==> src/rtl/motor_speed_ramp.sv <==
// Soft-start duty slew controller for the PWM/H-bridge stage: ramps duty toward the commanded value,
// and drains plus holds a dead time before any direction reversal. Optional brake input under SPEED_RAMP_BRAKE_EN.
module motor_speed_ramp #(
   parameter int RAMP_DIV   = 100000,
   parameter int STEP       = 1,
   parameter int DUTY_MAX   = 100,
   parameter int DEAD_TICKS = 4
) (
   input  logic       clk_in,
   input  logic       rst,
   input  logic       cmd_valid,
   output logic       cmd_ready,
   input  logic [7:0] cmd_duty,
   input  logic       cmd_dir,
   output logic [7:0] duty,
   output logic       dir,
   output logic       busy,
   output logic       at_target
`ifdef SPEED_RAMP_BRAKE_EN
  ,input  logic       brake
`endif
);

   localparam int         CW    = $clog2(RAMP_DIV);
   localparam int         DW    = $clog2(DEAD_TICKS + 1);
   localparam logic [8:0] STEP9 = 9'(STEP);

   typedef enum logic [1:0] {IDLE, RAMP, DRAIN, DEAD} state_t;

   state_t        state, state_nxt;
   logic [CW-1:0] tick_cnt;
   logic          tick;
   logic [7:0]    target, target_nxt, duty_nxt, cmd_tgt;
   logic          dir_nxt, pend_dir, pend_dir_nxt, at_target_nxt;
   logic [DW-1:0] dead_cnt, dead_cnt_nxt;
   logic          accept, brake_act;

   // One STEP toward tgt without overshoot; 9-bit math keeps 255+STEP and 0-STEP safe.
   function automatic logic [7:0] step_toward(input logic [7:0] cur, input logic [7:0] tgt);
      logic [8:0] c9;
      logic [8:0] t9;
      c9 = {1'b0, cur};
      t9 = {1'b0, tgt};
      if (c9 < t9)
         return (c9 + STEP9 >= t9) ? tgt : 8'(c9 + STEP9);
      else if (c9 > t9)
         return (c9 >= t9 + STEP9) ? 8'(c9 - STEP9) : tgt;
      else
         return cur;
   endfunction

`ifdef SPEED_RAMP_BRAKE_EN
   assign brake_act = brake;
`else
   assign brake_act = 1'b0;
`endif

   assign tick    = (tick_cnt == CW'(RAMP_DIV - 1));
   assign accept  = cmd_valid & cmd_ready;
   assign cmd_tgt = (cmd_duty > 8'(DUTY_MAX)) ? 8'(DUTY_MAX) : cmd_duty;

   always_ff @(posedge clk_in) begin
      if (rst || tick) tick_cnt <= '0;
      else             tick_cnt <= tick_cnt + CW'(1);
   end

   always_ff @(posedge clk_in) begin
      if (rst) begin
         state     <= IDLE;
         duty      <= '0;
         dir       <= 1'b0;
         target    <= '0;
         pend_dir  <= 1'b0;
         dead_cnt  <= '0;
         at_target <= 1'b0;
      end else begin
         state     <= state_nxt;
         duty      <= duty_nxt;
         dir       <= dir_nxt;
         target    <= target_nxt;
         pend_dir  <= pend_dir_nxt;
         dead_cnt  <= dead_cnt_nxt;
         at_target <= at_target_nxt;
      end
   end

   always_comb begin
      state_nxt     = state;
      duty_nxt      = duty;
      dir_nxt       = dir;
      target_nxt    = target;
      pend_dir_nxt  = pend_dir;
      dead_cnt_nxt  = dead_cnt;
      at_target_nxt = 1'b0;
      case (state)
         IDLE, RAMP: begin
            // A tick coinciding with an accept still steps toward the old target.
            if (state == RAMP && tick) duty_nxt = step_toward(duty, target);
            if (accept) begin
               target_nxt = cmd_tgt;
               if (cmd_dir != dir && duty != 8'd0) begin
                  pend_dir_nxt = cmd_dir;
                  state_nxt    = DRAIN;
               end else begin
                  dir_nxt = cmd_dir;
                  if (cmd_tgt != duty_nxt) begin
                     state_nxt = RAMP;
                  end else begin
                     state_nxt     = IDLE;
                     at_target_nxt = (state == RAMP);
                  end
               end
            end else if (state == RAMP && duty_nxt == target) begin
               state_nxt     = IDLE;
               at_target_nxt = 1'b1;
            end
         end
         DRAIN: begin
            if (tick) begin
               duty_nxt = step_toward(duty, 8'd0);
               if (duty_nxt == 8'd0) begin
                  state_nxt    = DEAD;
                  dead_cnt_nxt = '0;
               end
            end
         end
         DEAD: begin
            if (tick) begin
               if (dead_cnt == DW'(DEAD_TICKS - 1)) begin
                  dir_nxt = pend_dir;
                  if (target == 8'd0) begin
                     state_nxt     = IDLE;
                     at_target_nxt = 1'b1;
                  end else begin
                     state_nxt = RAMP;
                  end
               end else begin
                  dead_cnt_nxt = dead_cnt + DW'(1);
               end
            end
         end
         default: state_nxt = IDLE;
      endcase
      // Emergency stop overrides everything except direction, which is held.
      if (brake_act) begin
         state_nxt     = IDLE;
         duty_nxt      = '0;
         dir_nxt       = dir;
         target_nxt    = '0;
         dead_cnt_nxt  = '0;
         at_target_nxt = 1'b0;
      end
   end

   always_comb begin
      busy      = (state != IDLE);
      cmd_ready = !rst && !brake_act && (state == IDLE || state == RAMP);
   end

endmodule

==> config.mk <==
export PLATFORM = sky130hd
export DESIGN_NAME = motor_speed_ramp
export DESIGN_NICKNAME = d
export VERILOG_FILES = /design/src/rtl/motor_speed_ramp.sv
export SDC_FILE = /design/constraint.sdc
export NUM_CORES = 1
export LEC_CHECK = 0
export ABC_AREA = 1
export CAP_MARGIN = 10
export CORE_MARGIN = 3
export CORE_UTILIZATION = 40
export CTS_CLUSTER_SIZE = 30
export DETAILED_ROUTE_END_ITERATION = 8
export GPL_TIMING_DRIVEN = 0
export SLEW_MARGIN = 0
export SYNTH_ARGS = -nofsm -noshare
export SYNTH_HDL_FRONTEND = slang
export SYNTH_SLANG_ARGS = --single-unit
==> constraint.sdc <==
create_clock -name clk_in -period 4.1 [get_ports clk_in]
set_input_delay 0.82 -clock clk_in [delete_from_list [all_inputs] [get_ports clk_in]]
set_output_delay 0.82 -clock clk_in [all_outputs]
set_load 0.01 [all_outputs]
==> out/metrics.yaml <==
synth_top_family_by_area: "simple AND/OR/NAND/NOR gates"
syn-instance-count: 679
synth_compound_area_frac: 0.1022
grt_max_degree: 16
hp-class: "flop to flop"
synth_top_area_frac: 0.2025
fin_skew_ps: 5.624
clk_pin_slew_ps: 90
synth_area_leaders: "dfxtp_1, nand2_1, nand3_1, ha_1, inv_1"
htree_levels: 2
cp.required_ps: 4350
synthAdderAreaFrac: 0.09571
overflow: 0
area_growth_pct: 12.01
finalSetupViolCount: 0
startpoint_type: "flop"
clk-insertion-delay-late_ps: 300
hpwl_mm: 9.857
synth_xor_area_frac: 0.03890
cts_tree: "built"
clockBufferDepth: 2
maxSlewViolCount: 0
via_count: 4412
final_cell_mix: "nand2_1, nand3_1, inv_1"
initial_utilization: 0.4127
final_common_cell: "nand2_1"
placed_cell_area_um2: 4439
worstPathArrival_ps: 4030
hold_viol_final: 0
end_kind: "flop"
ys_ff_latch: 41
antenna_cells: 0
synth_nets: 722
fp.coreArea_um2: 9819
ys_seq_area_frac: 0.2025
dieWidth_um: 106.7
yosys_warnings: 0
synth_area_per_cell_um2: 5.969
clock.fmax_mhz: 265.1
portBuffers: 22
power_density_nw_per_um2: 204.2
num-nets-final: 751
synth_area_um2: 4053
worstMarginPinSlew_ps: 688.0
drive_above_1_share: 0.06911
hold_buffers: 0
critPathKind: "flop to flop"
io_pins: 24
yosysTopAreaCell: "dfxtp_1"
grt_pass1_vias: 4239
dr.first_iter.drc_count: 323
synthDistinctLibCells: 45
cts_buffers: 5
postRouteWirelength_mm: 12.54
timing.final.crit_share: 0.9200
leakage_nw: 2.208
fin_util: 0.4623
dr.pass1.iters: 5
vdd_drop_max_mv: 0.2121
cts_root_buffer: "clkbuf_8"
route.detailed.drc: 0
ant_nets: 0
design_area_um2: 4539
dieHeight_um: 106.7
critPathMaxFanout: 10
antenna_found_initial: 0
maxCapViolations: 0
grt_pass1_wl_mm: 20.91
viasPerCell: 5.240
outcome: "completed"
row_count: 36
yosys.area_share.simple: 0.4591
wl_per_cell_um: 14.89
post_synth_mux_area_share: 0
dieArea_um2: 11380
cts.sinks: 41
period_needed_ps: 3772
gp_congestion: 0.9104
grt_usage: 0.2273
slew_headroom: 0.5396
## cells by family (layout without fill, tap and decap cells)
kind of cell	after synthesis	count (layout)
AOI/OAI and AO/OA	73	73
DFF	41	41
adders and majority gates	31	31
xor gates and xnor gates	18	18
and+or+nand+nor	411	411
buffers and inverters	105	135
## synth_stat cells (all sizes together)
cell type  number
xor2           16
inv            92
clkinv          2
nand3          98
o21a            1
o2111ai         1
clkbuf          5
a221oi          1
a31oi           2
nor2           82
a21oi          33
o211ai          2
o21ai          27
nand3b          4
or2             2
o21bai          1
a211oi          2
nand4          11
and2            2
buf             6
o311ai          1
nor4            4
a21o            2
nor3b           2
ha             31
nand2         192
dfxtp          41
xnor2           2
nor3           14
## where the power goes
group	switching [mW]	total [mW]	internal, mW
combinational	0.146	0.223	0.0775
sequential	0.0106	0.418	0.407
clock	0.163	0.286	0.123
## repair_timing
item	in CTS	in global routing
buffers inserted	0	0
setup endpoints to repair	0	3
gates resized for setup	0	2
## worst paths after layout
check,from,end,slack (ps),cells after the start
worst max-delay path,target[1]$_SDFFE_PP0P_,at_target$_SDFF_PP0_,330,27
worst min register to register,tick_cnt[0]$_SDFF_PP0_,tick_cnt[0]$_SDFF_PP0_,450,1
worst min-delay path,tick_cnt[0]$_SDFF_PP0_,tick_cnt[0]$_SDFF_PP0_,450,1
worst max register to register,target[1]$_SDFFE_PP0P_,at_target$_SDFF_PP0_,330,27
## stage by stage
stage,instances,TNS [ps],setup WS [ps],hold slack (ps),power [mW]
after global routing,842,-27.21,-27.21,486.6,0.9801
after floorplan,679,0,997.8,417.6,0.5789
after detailed placement,834,0,270.8,436.6,0.6457
final,842,0,328.0,451.0,0.9271
after global placement,834,0,225.3,425.9,0.6436
after CTS,842,0,227.3,455.6,0.9294
## area by class of cell
class                           count  area (um2)
Clock inverter                      3       25.02
Tap cell                          133       166.4
Timing Repair Buffer               22       220.2
Sequential cell                    41       822.0
Fill cell                        1127        5280
Clock buffer                        5       68.82
Buffer                             11       57.56
Inverter                           94       354.1
Multi-Input combinational cell    533        2825
## critical path, stage by stage, from the launching register on
cell and delay, ps:
dfxtp_1 470, inv_1 240, nor3_2 260, nand3_1 150, nor3_1 200, xor2_1 180, ha_1 280, nand2_1 70
nor2_1 40, nand2_1 50, nand3_1 80, nand2_2 170, nand2_2 130, nand2_1 90, nand3_1 90, nand2_1 110
nand2_1 50, nand3_1 190, nand2_1 150, nand2_1 80, nand2_1 40, nor2_1 80, nand2_1 60, nor2_1 160
nand3_1 90, nand3_1 100, nand2_1 60, inv_1 50
## layer usage
metal | part of all wire | global-route usage | vias to the layer above
met5 | 0 | 0 | -
met4 | 0.028 | 0.07671 | 0
met3 | 0.052 | 0.02107 | 26
met2 | 0.45 | 0.3759 | 136
met1 | 0.47 | 0.3105 | 1978
li1 | - | - | 2272
## flip-flops by register name, summed over array words and instances, names as in the netlist
register and flops:
dead_cnt 3, pend_dir 1, dir 1, target 8, at_target 1, state 2
tick_cnt 17, duty 8
Power figures use the tool's default switching activity.
